### config.mk
export PLATFORM = sky130hd
export DESIGN_NAME = aes_ctrl_flat
export DESIGN_NICKNAME = d
export VERILOG_FILES = /design/src/rtl/aes_pkg.sv /design/src/rtl/aes_ctrl_if.sv /design/src/rtl/aes_ctrl.sv /design/src/flat_wrapper.sv
export SDC_FILE = /design/constraint.sdc
export NUM_CORES = 1
export LEC_CHECK = 0
export CAP_MARGIN = 30
export CORE_MARGIN = 5
export CORE_UTILIZATION = 49
export CTS_BUF_LIST = sky130_fd_sc_hd__clkbuf_16
export CTS_CLUSTER_DIAMETER = 30
export DETAILED_ROUTE_END_ITERATION = 10
export PLACE_DENSITY = 0.84
export SLEW_MARGIN = 20
export SYNTH_ARGS = -nofsm -noshare
export SYNTH_HDL_FRONTEND = slang
export SYNTH_SLANG_ARGS = --single-unit
### constraint.sdc
create_clock -name clk -period 1.75 [get_ports clk]
set_clock_uncertainty 0.2 [all_clocks]
set_input_delay 0.2625 -clock clk [delete_from_list [all_inputs] [get_ports clk]]
set_output_delay 0.2625 -clock clk [all_outputs]
set_load 0.02 [all_outputs]
### src/rtl/aes_pkg.sv
// Shared types for the AES-128 control and datapath blocks.
package aes_pkg;

    typedef logic [7:0] aes_byte;

    // AESDEC is a reserved encoding; aes_ctrl rejects it with an error_o pulse.
    typedef enum logic [1:0] {
        AESKEYEXP  = 2'd0,
        AESENC     = 2'd1,
        AESENCFULL = 2'd2,
        AESDEC     = 2'd3
    } opcode;

endpackage : aes_pkg

### src/rtl/aes_ctrl_if.sv
// Command handshake and datapath strobe bundle for aes_ctrl.
// The abort_i signal exists only when AES_CTRL_ABORT_EN is defined.
interface aes_ctrl_if;
    import aes_pkg::*;

    opcode   opcode_i;
    logic    start_i;
`ifdef AES_CTRL_ABORT_EN
    logic    abort_i;
`endif
    logic    busy_o;
    logic    key_ready_o;
    logic    cipher_ready_o;
    logic    error_o;
    logic    key_load_o;
    logic    key_gen_en_o;
    aes_byte r_con_o;
    logic    pt_load_o;
    logic    enc_en_o;
    logic    last_round_o;
    logic    [3:0] round_o;

`ifdef AES_CTRL_ABORT_EN
    modport master (
        output opcode_i, start_i, abort_i,
        input  busy_o, key_ready_o, cipher_ready_o, error_o,
               key_load_o, key_gen_en_o, r_con_o, pt_load_o,
               enc_en_o, last_round_o, round_o
    );

    modport slave (
        input  opcode_i, start_i, abort_i,
        output busy_o, key_ready_o, cipher_ready_o, error_o,
               key_load_o, key_gen_en_o, r_con_o, pt_load_o,
               enc_en_o, last_round_o, round_o
    );
`else
    modport master (
        output opcode_i, start_i,
        input  busy_o, key_ready_o, cipher_ready_o, error_o,
               key_load_o, key_gen_en_o, r_con_o, pt_load_o,
               enc_en_o, last_round_o, round_o
    );

    modport slave (
        input  opcode_i, start_i,
        output busy_o, key_ready_o, cipher_ready_o, error_o,
               key_load_o, key_gen_en_o, r_con_o, pt_load_o,
               enc_en_o, last_round_o, round_o
    );
`endif

endinterface : aes_ctrl_if

### src/rtl/aes_ctrl.sv
// aes_ctrl: command sequencer for the iterative AES-128 key expansion and
// cipher datapath. Accepts opcode/start in IDLE, drives load/enable/round/
// r_con strobes into key_gen and aes_enc, reports busy/ready/error.
// Optional feature macro: AES_CTRL_ABORT_EN (adds abort_i to the bus).
module aes_ctrl #(
    parameter int               NR        = 10,
    parameter aes_pkg::aes_byte RCON_INIT = 8'h01
) (
    input  logic       clk,
    input  logic       nrst,
    aes_ctrl_if.slave  bus
);
    import aes_pkg::*;

    localparam logic [3:0] NR_R    = 4'(NR);
    localparam logic [3:0] NR_M1_R = 4'(NR - 1);

    typedef enum logic [2:0] {
        IDLE      = 3'd0,
        KEY_LOAD  = 3'd1,
        KEY_EXP   = 3'd2,
        ENC_INIT  = 3'd3,
        ENC_ROUND = 3'd4,
        ENC_FINAL = 3'd5,
        DONE      = 3'd6
    } state_t;

    // GF(2^8) doubling used to step the round constant.
    function automatic aes_byte xtime(input aes_byte b);
        xtime = {b[6:0], 1'b0} ^ (b[7] ? 8'h1B : 8'h00);
    endfunction

    state_t     state_r;
    opcode      op_r;
    logic       busy_r;
    logic       key_ready_r;
    logic       cipher_ready_r;
    logic       error_r;
    logic       key_load_r;
    logic       key_gen_en_r;
    aes_byte    r_con_r;
    logic       pt_load_r;
    logic       enc_en_r;
    logic       last_round_r;
    logic [3:0] round_r;

    // Command FSM: state, latched opcode and every registered output.
    always_ff @(posedge clk or negedge nrst) begin
        if (!nrst) begin
            state_r        <= IDLE;
            op_r           <= AESKEYEXP;
            busy_r         <= 1'b0;
            key_ready_r    <= 1'b0;
            cipher_ready_r <= 1'b0;
            error_r        <= 1'b0;
            key_load_r     <= 1'b0;
            key_gen_en_r   <= 1'b0;
            r_con_r        <= 8'h00;
            pt_load_r      <= 1'b0;
            enc_en_r       <= 1'b0;
            last_round_r   <= 1'b0;
            round_r        <= 4'd0;
        end else begin
            // Strobes and pulses are single-cycle unless re-asserted below.
            cipher_ready_r <= 1'b0;
            error_r        <= 1'b0;
            key_load_r     <= 1'b0;
            key_gen_en_r   <= 1'b0;
            r_con_r        <= 8'h00;
            pt_load_r      <= 1'b0;
            enc_en_r       <= 1'b0;
            last_round_r   <= 1'b0;
            round_r        <= 4'd0;
`ifdef AES_CTRL_ABORT_EN
            // busy_r is high exactly in the abortable states; key_ready_r is
            // left alone so an aborted encryption keeps the expanded key.
            if (bus.abort_i && busy_r) begin
                state_r <= IDLE;
                busy_r  <= 1'b0;
                error_r <= 1'b1;
            end else
`endif
            begin
                case (state_r)
                    IDLE: begin
                        if (bus.start_i) begin
                            case (bus.opcode_i)
                                AESKEYEXP, AESENCFULL: begin
                                    op_r        <= bus.opcode_i;
                                    state_r     <= KEY_LOAD;
                                    busy_r      <= 1'b1;
                                    key_ready_r <= 1'b0;
                                    key_load_r  <= 1'b1;
                                end
                                AESENC: begin
                                    if (key_ready_r) begin
                                        op_r      <= bus.opcode_i;
                                        state_r   <= ENC_INIT;
                                        busy_r    <= 1'b1;
                                        pt_load_r <= 1'b1;
                                    end else begin
                                        error_r <= 1'b1;
                                    end
                                end
                                default: begin
                                    error_r <= 1'b1;
                                end
                            endcase
                        end else begin
                            busy_r <= 1'b0;
                        end
                    end
                    KEY_LOAD: begin
                        state_r      <= KEY_EXP;
                        key_gen_en_r <= 1'b1;
                        round_r      <= 4'd1;
                        r_con_r      <= RCON_INIT;
                    end
                    KEY_EXP: begin
                        if (round_r == NR_R) begin
                            key_ready_r <= 1'b1;
                            if (op_r == AESENCFULL) begin
                                state_r   <= ENC_INIT;
                                pt_load_r <= 1'b1;
                            end else begin
                                state_r <= DONE;
                                busy_r  <= 1'b0;
                            end
                        end else begin
                            key_gen_en_r <= 1'b1;
                            round_r      <= round_r + 4'd1;
                            r_con_r      <= xtime(r_con_r);
                        end
                    end
                    ENC_INIT: begin
                        state_r  <= ENC_ROUND;
                        enc_en_r <= 1'b1;
                        round_r  <= 4'd1;
                    end
                    ENC_ROUND: begin
                        enc_en_r <= 1'b1;
                        if (round_r == NR_M1_R) begin
                            state_r      <= ENC_FINAL;
                            last_round_r <= 1'b1;
                            round_r      <= NR_R;
                        end else begin
                            round_r <= round_r + 4'd1;
                        end
                    end
                    ENC_FINAL: begin
                        state_r        <= DONE;
                        busy_r         <= 1'b0;
                        cipher_ready_r <= 1'b1;
                    end
                    DONE: begin
                        state_r <= IDLE;
                        busy_r  <= 1'b0;
                    end
                    default: begin
                        state_r <= IDLE;
                        busy_r  <= 1'b0;
                    end
                endcase
            end
        end
    end

    assign bus.busy_o         = busy_r;
    assign bus.key_ready_o    = key_ready_r;
    assign bus.cipher_ready_o = cipher_ready_r;
    assign bus.error_o        = error_r;
    assign bus.key_load_o     = key_load_r;
    assign bus.key_gen_en_o   = key_gen_en_r;
    assign bus.r_con_o        = r_con_r;
    assign bus.pt_load_o      = pt_load_r;
    assign bus.enc_en_o       = enc_en_r;
    assign bus.last_round_o   = last_round_r;
    assign bus.round_o        = round_r;

endmodule : aes_ctrl

### src/flat_wrapper.sv
// flat-port wrapper written by rule: the top's interface ports become plain ports
module aes_ctrl_flat import aes_pkg::*;
#(
    parameter int               NR        = 10,
    parameter aes_pkg::aes_byte RCON_INIT = 8'h01
)
  (clk, nrst, bus_opcode_i, bus_start_i, bus_busy_o, bus_key_ready_o, bus_cipher_ready_o, bus_error_o, bus_key_load_o, bus_key_gen_en_o, bus_r_con_o, bus_pt_load_o, bus_enc_en_o, bus_last_round_o, bus_round_o);
  aes_ctrl_if bus_i ();
  input  logic clk;
  input  logic nrst;
  input wire logic [$bits(bus_i.opcode_i)-1:0] bus_opcode_i;
  input wire logic [$bits(bus_i.start_i)-1:0] bus_start_i;
  output wire logic [$bits(bus_i.busy_o)-1:0] bus_busy_o;
  output wire logic [$bits(bus_i.key_ready_o)-1:0] bus_key_ready_o;
  output wire logic [$bits(bus_i.cipher_ready_o)-1:0] bus_cipher_ready_o;
  output wire logic [$bits(bus_i.error_o)-1:0] bus_error_o;
  output wire logic [$bits(bus_i.key_load_o)-1:0] bus_key_load_o;
  output wire logic [$bits(bus_i.key_gen_en_o)-1:0] bus_key_gen_en_o;
  output wire logic [$bits(bus_i.r_con_o)-1:0] bus_r_con_o;
  output wire logic [$bits(bus_i.pt_load_o)-1:0] bus_pt_load_o;
  output wire logic [$bits(bus_i.enc_en_o)-1:0] bus_enc_en_o;
  output wire logic [$bits(bus_i.last_round_o)-1:0] bus_last_round_o;
  output wire logic [$bits(bus_i.round_o)-1:0] bus_round_o;
  assign bus_i.opcode_i = bus_opcode_i;
  assign bus_i.start_i = bus_start_i;
  assign bus_busy_o = bus_i.busy_o;
  assign bus_key_ready_o = bus_i.key_ready_o;
  assign bus_cipher_ready_o = bus_i.cipher_ready_o;
  assign bus_error_o = bus_i.error_o;
  assign bus_key_load_o = bus_i.key_load_o;
  assign bus_key_gen_en_o = bus_i.key_gen_en_o;
  assign bus_r_con_o = bus_i.r_con_o;
  assign bus_pt_load_o = bus_i.pt_load_o;
  assign bus_enc_en_o = bus_i.enc_en_o;
  assign bus_last_round_o = bus_i.last_round_o;
  assign bus_round_o = bus_i.round_o;
  aes_ctrl #(.NR(NR), .RCON_INIT(RCON_INIT)) u_core (.clk(clk), .nrst(nrst), .bus(bus_i));
endmodule
==> metrics.txt <==
# H-tree levels=1; nets=151; worst skew pair latency=0.25 ns; Mapped Cells=109; largest net degree at the start of global routing=27; DRT Pass-1 Iters=4; Final Hold Viols=0; post-synthesis sequential area ratio=55.4%; Slew headroom=69.1%; CP startpoint=u_core.bus.busy_o; CTS buffer count=3; Max Root-Sink Buffers=2; CTS tree=yes; power density cells=1530 nW/µm²; Pwr Total=about 2400 µW; final max-slew violation count=0; Cell Area, Placed=1490 µm²; Mapped Area=1170 µm²; initial antenna violation count=0; top cells by area, synth=dfrtp_1 (55%), a21oi_1 (4.3%), nor2_1 (3.8%); dpl hpwl=between 1.5 and 2 mm; Cell variety after synth=34; asr flop ratio synth=100%; Die Area=~3500 µm²; family with the most delay on the worst path=buffers and inverters; DRT iter0 DRCs=34; PortBufs=25; area leader, netlist=dfrtp_1; r2r worst-path depth=6; yosys warns=0; vias post-DR=948; CP Class=reg -> out; CP Max Fanout=2; Crit. End Element=output pin; ant diodes=0; Post-synth EDFFs=0; Total Neg Setup Slack=0 ns; fin area=between 1500 and 2000 µm²; Slew @ Worst Pin=0.462 ns; cell chosen for the clock root=clkbuf_16; leakage power=0.000732 µW; delay of the slowest critical-path stage=~0.63 ns; area share of xor/xnor cells in the synthesized design=3.73%; Worst Path Buf+Inv=1; WL final=~2.6 mm; hold_buf cts=0; Hold Slack=0.168 ns; total track usage=approximately 17%; FMAX=583 MHz; routed len/inst=15.5 µm; initial core utilization=52.1%; first-pass GRT wire length=4.47 mm; CP required=~1.3 ns; Synthesized Nets=117; worst vdd rail ir drop=0.996 mV; Final Critical Period=1.72 ns; synthesis-stage register bit count=26; Clock Sinks=26; slowest CP cell=clkdlybuf4s50_1; RSZ-0062 raised after global routing=false; status=complete, no violations; CP cell instances=clkdlybuf4s50_1; post-cts gate resize count=4; Final GP Congestion=0.754; Die Wd=a little under 60 µm; clock-pin slew on the worst setup and hold paths=roughly 0.060 ns; most common cell after layout, fill and taps aside=dfrtp_1; simple-gate share of the synthesized area=21.0%; WP depth=1; Setup crit start kind=register; most frequent cells in the layout=dfrtp_1 (24), clkdlybuf4s50_1 (19), nor2_1 (12), a21oi_1 (9), nand2_1 (8); reg2reg start=u_core.bus.round_o[0]; Post-CTS Repair Setup Buffers=0; synthesis-to-finish area growth=34.8%; multiplexer share of the synthesized area=0.852%; antenna viol nets, final=0; Top FF cell, synth=dfrtp_1; Tcrit/Tclk final=98.0%; Arr. time, crit path=between 1 and 1.5 ns; final core utilization=70.3%; Core Rows=17; grt total ovfl=0; HP Class=in -> async; Synth Area in Adders=3.19%; Mapped Avg Cell Area=10.8 µm²; max_cap viols=0; DRC Markers=0; largest family of logic cells by synthesized area=simple AND/OR/NAND/NOR gates; Vias/cell=roughly 5.6; share of layout cells above drive strength 1=14.9%; Compound-Gate Fraction of Synth Area=12.5%; die height=59.0 µm; number of I/O pins=26; core area=2250 µm²; Setup-failing EPs final=0; top cell type's share of synthesized area=a little under three fifths; vias in the first global route=958
[report_power, final]
part	total (µW)	switching [µW]	internal, µW	leakage (µW)
registers	907	158	749	0.000340
logic	1040	572	465	0.000355
clock network	487	184	302	0.0000370
total	2430	915	1520	0.000732
[logic make-up (layout without fill, tap and decap cells)]
family / count (synthesis) / after routing
compound gates: 23 / 23
flops: 26 / 26
simple gates: 43 / 43
xor+xnor: 5 / 5
mux: 1 / 1
fa+ha+maj: 3 / 3
buf+inv: 8 / 40
[cells in the mapped netlist, drive strengths merged (2+ instances only)]
| cell | number |
|---|---|
| dfrtp | 26 |
| nor2 | 13 |
| a21oi | 11 |
| nand2 | 8 |
| inv | 5 |
| nand3 | 5 |
| o21ai | 5 |
| and2 | 4 |
| xnor2 | 4 |
| buf | 3 |
| ha | 3 |
| nand3b | 3 |
| and3 | 2 |
| o22ai | 2 |
[path summary, 6_finish.rpt]
kind,end,slack [ns]
max in group asynchronous,u_core.state_r[2],0.93
worst min register to register,u_core.bus.r_con_o[7],0.29
worst min-delay path,u_core.bus.r_con_o[7],0.17
worst max-delay path,bus_busy_o,0.03
min in group clk,u_core.bus.r_con_o[7],0.29
worst max register to register,u_core.bus.round_o[0],0.09
[layout make-up]
class / instances / area [µm²]
Multi-Input combinational cell: 75 / 499
Tap cell: 28 / 35.0
Sequential cell: 26 / 653
Timing Repair Buffer: 32 / 303
Inverter: 5 / 18.8
Clock buffer: 3 / 75.1
Fill cell: 162 / 671
[routing by layer]
| metal | routed length [µm] | vias up | global-route usage (%) |
|---|---|---|---|
| li1 | - | 435 | - |
| met1 | 1090 | 464 | 21.3 |
| met2 | 1280 | 41 | 28.1 |
| met3 | 167 | 8 | 3.07 |
| met4 | 80 | 0 | 9.06 |
| met5 | 0 | - | 0 |
[state kept, by name, indices dropped and copies added, names as in the netlist, 2 cells and up]
signal	flops
u_core.bus.round_o	4
u_core.bus.r_con_o	8
u_core.op_r	2
u_core.state_r	3
[metrics by stage]
| stage | cells | setup slack (ns) |
|---|---|---|
| CTS | 169 | 0.0168 |
| finish | 169 | 0.0344 |
| global placement | 166 | -0.00114 |
| global route | 169 | 0.00804 |
| detailed placement | 166 | -0.0525 |
| floorplan | 109 | 0.0619 |
(Power assumes the default switching activity.)
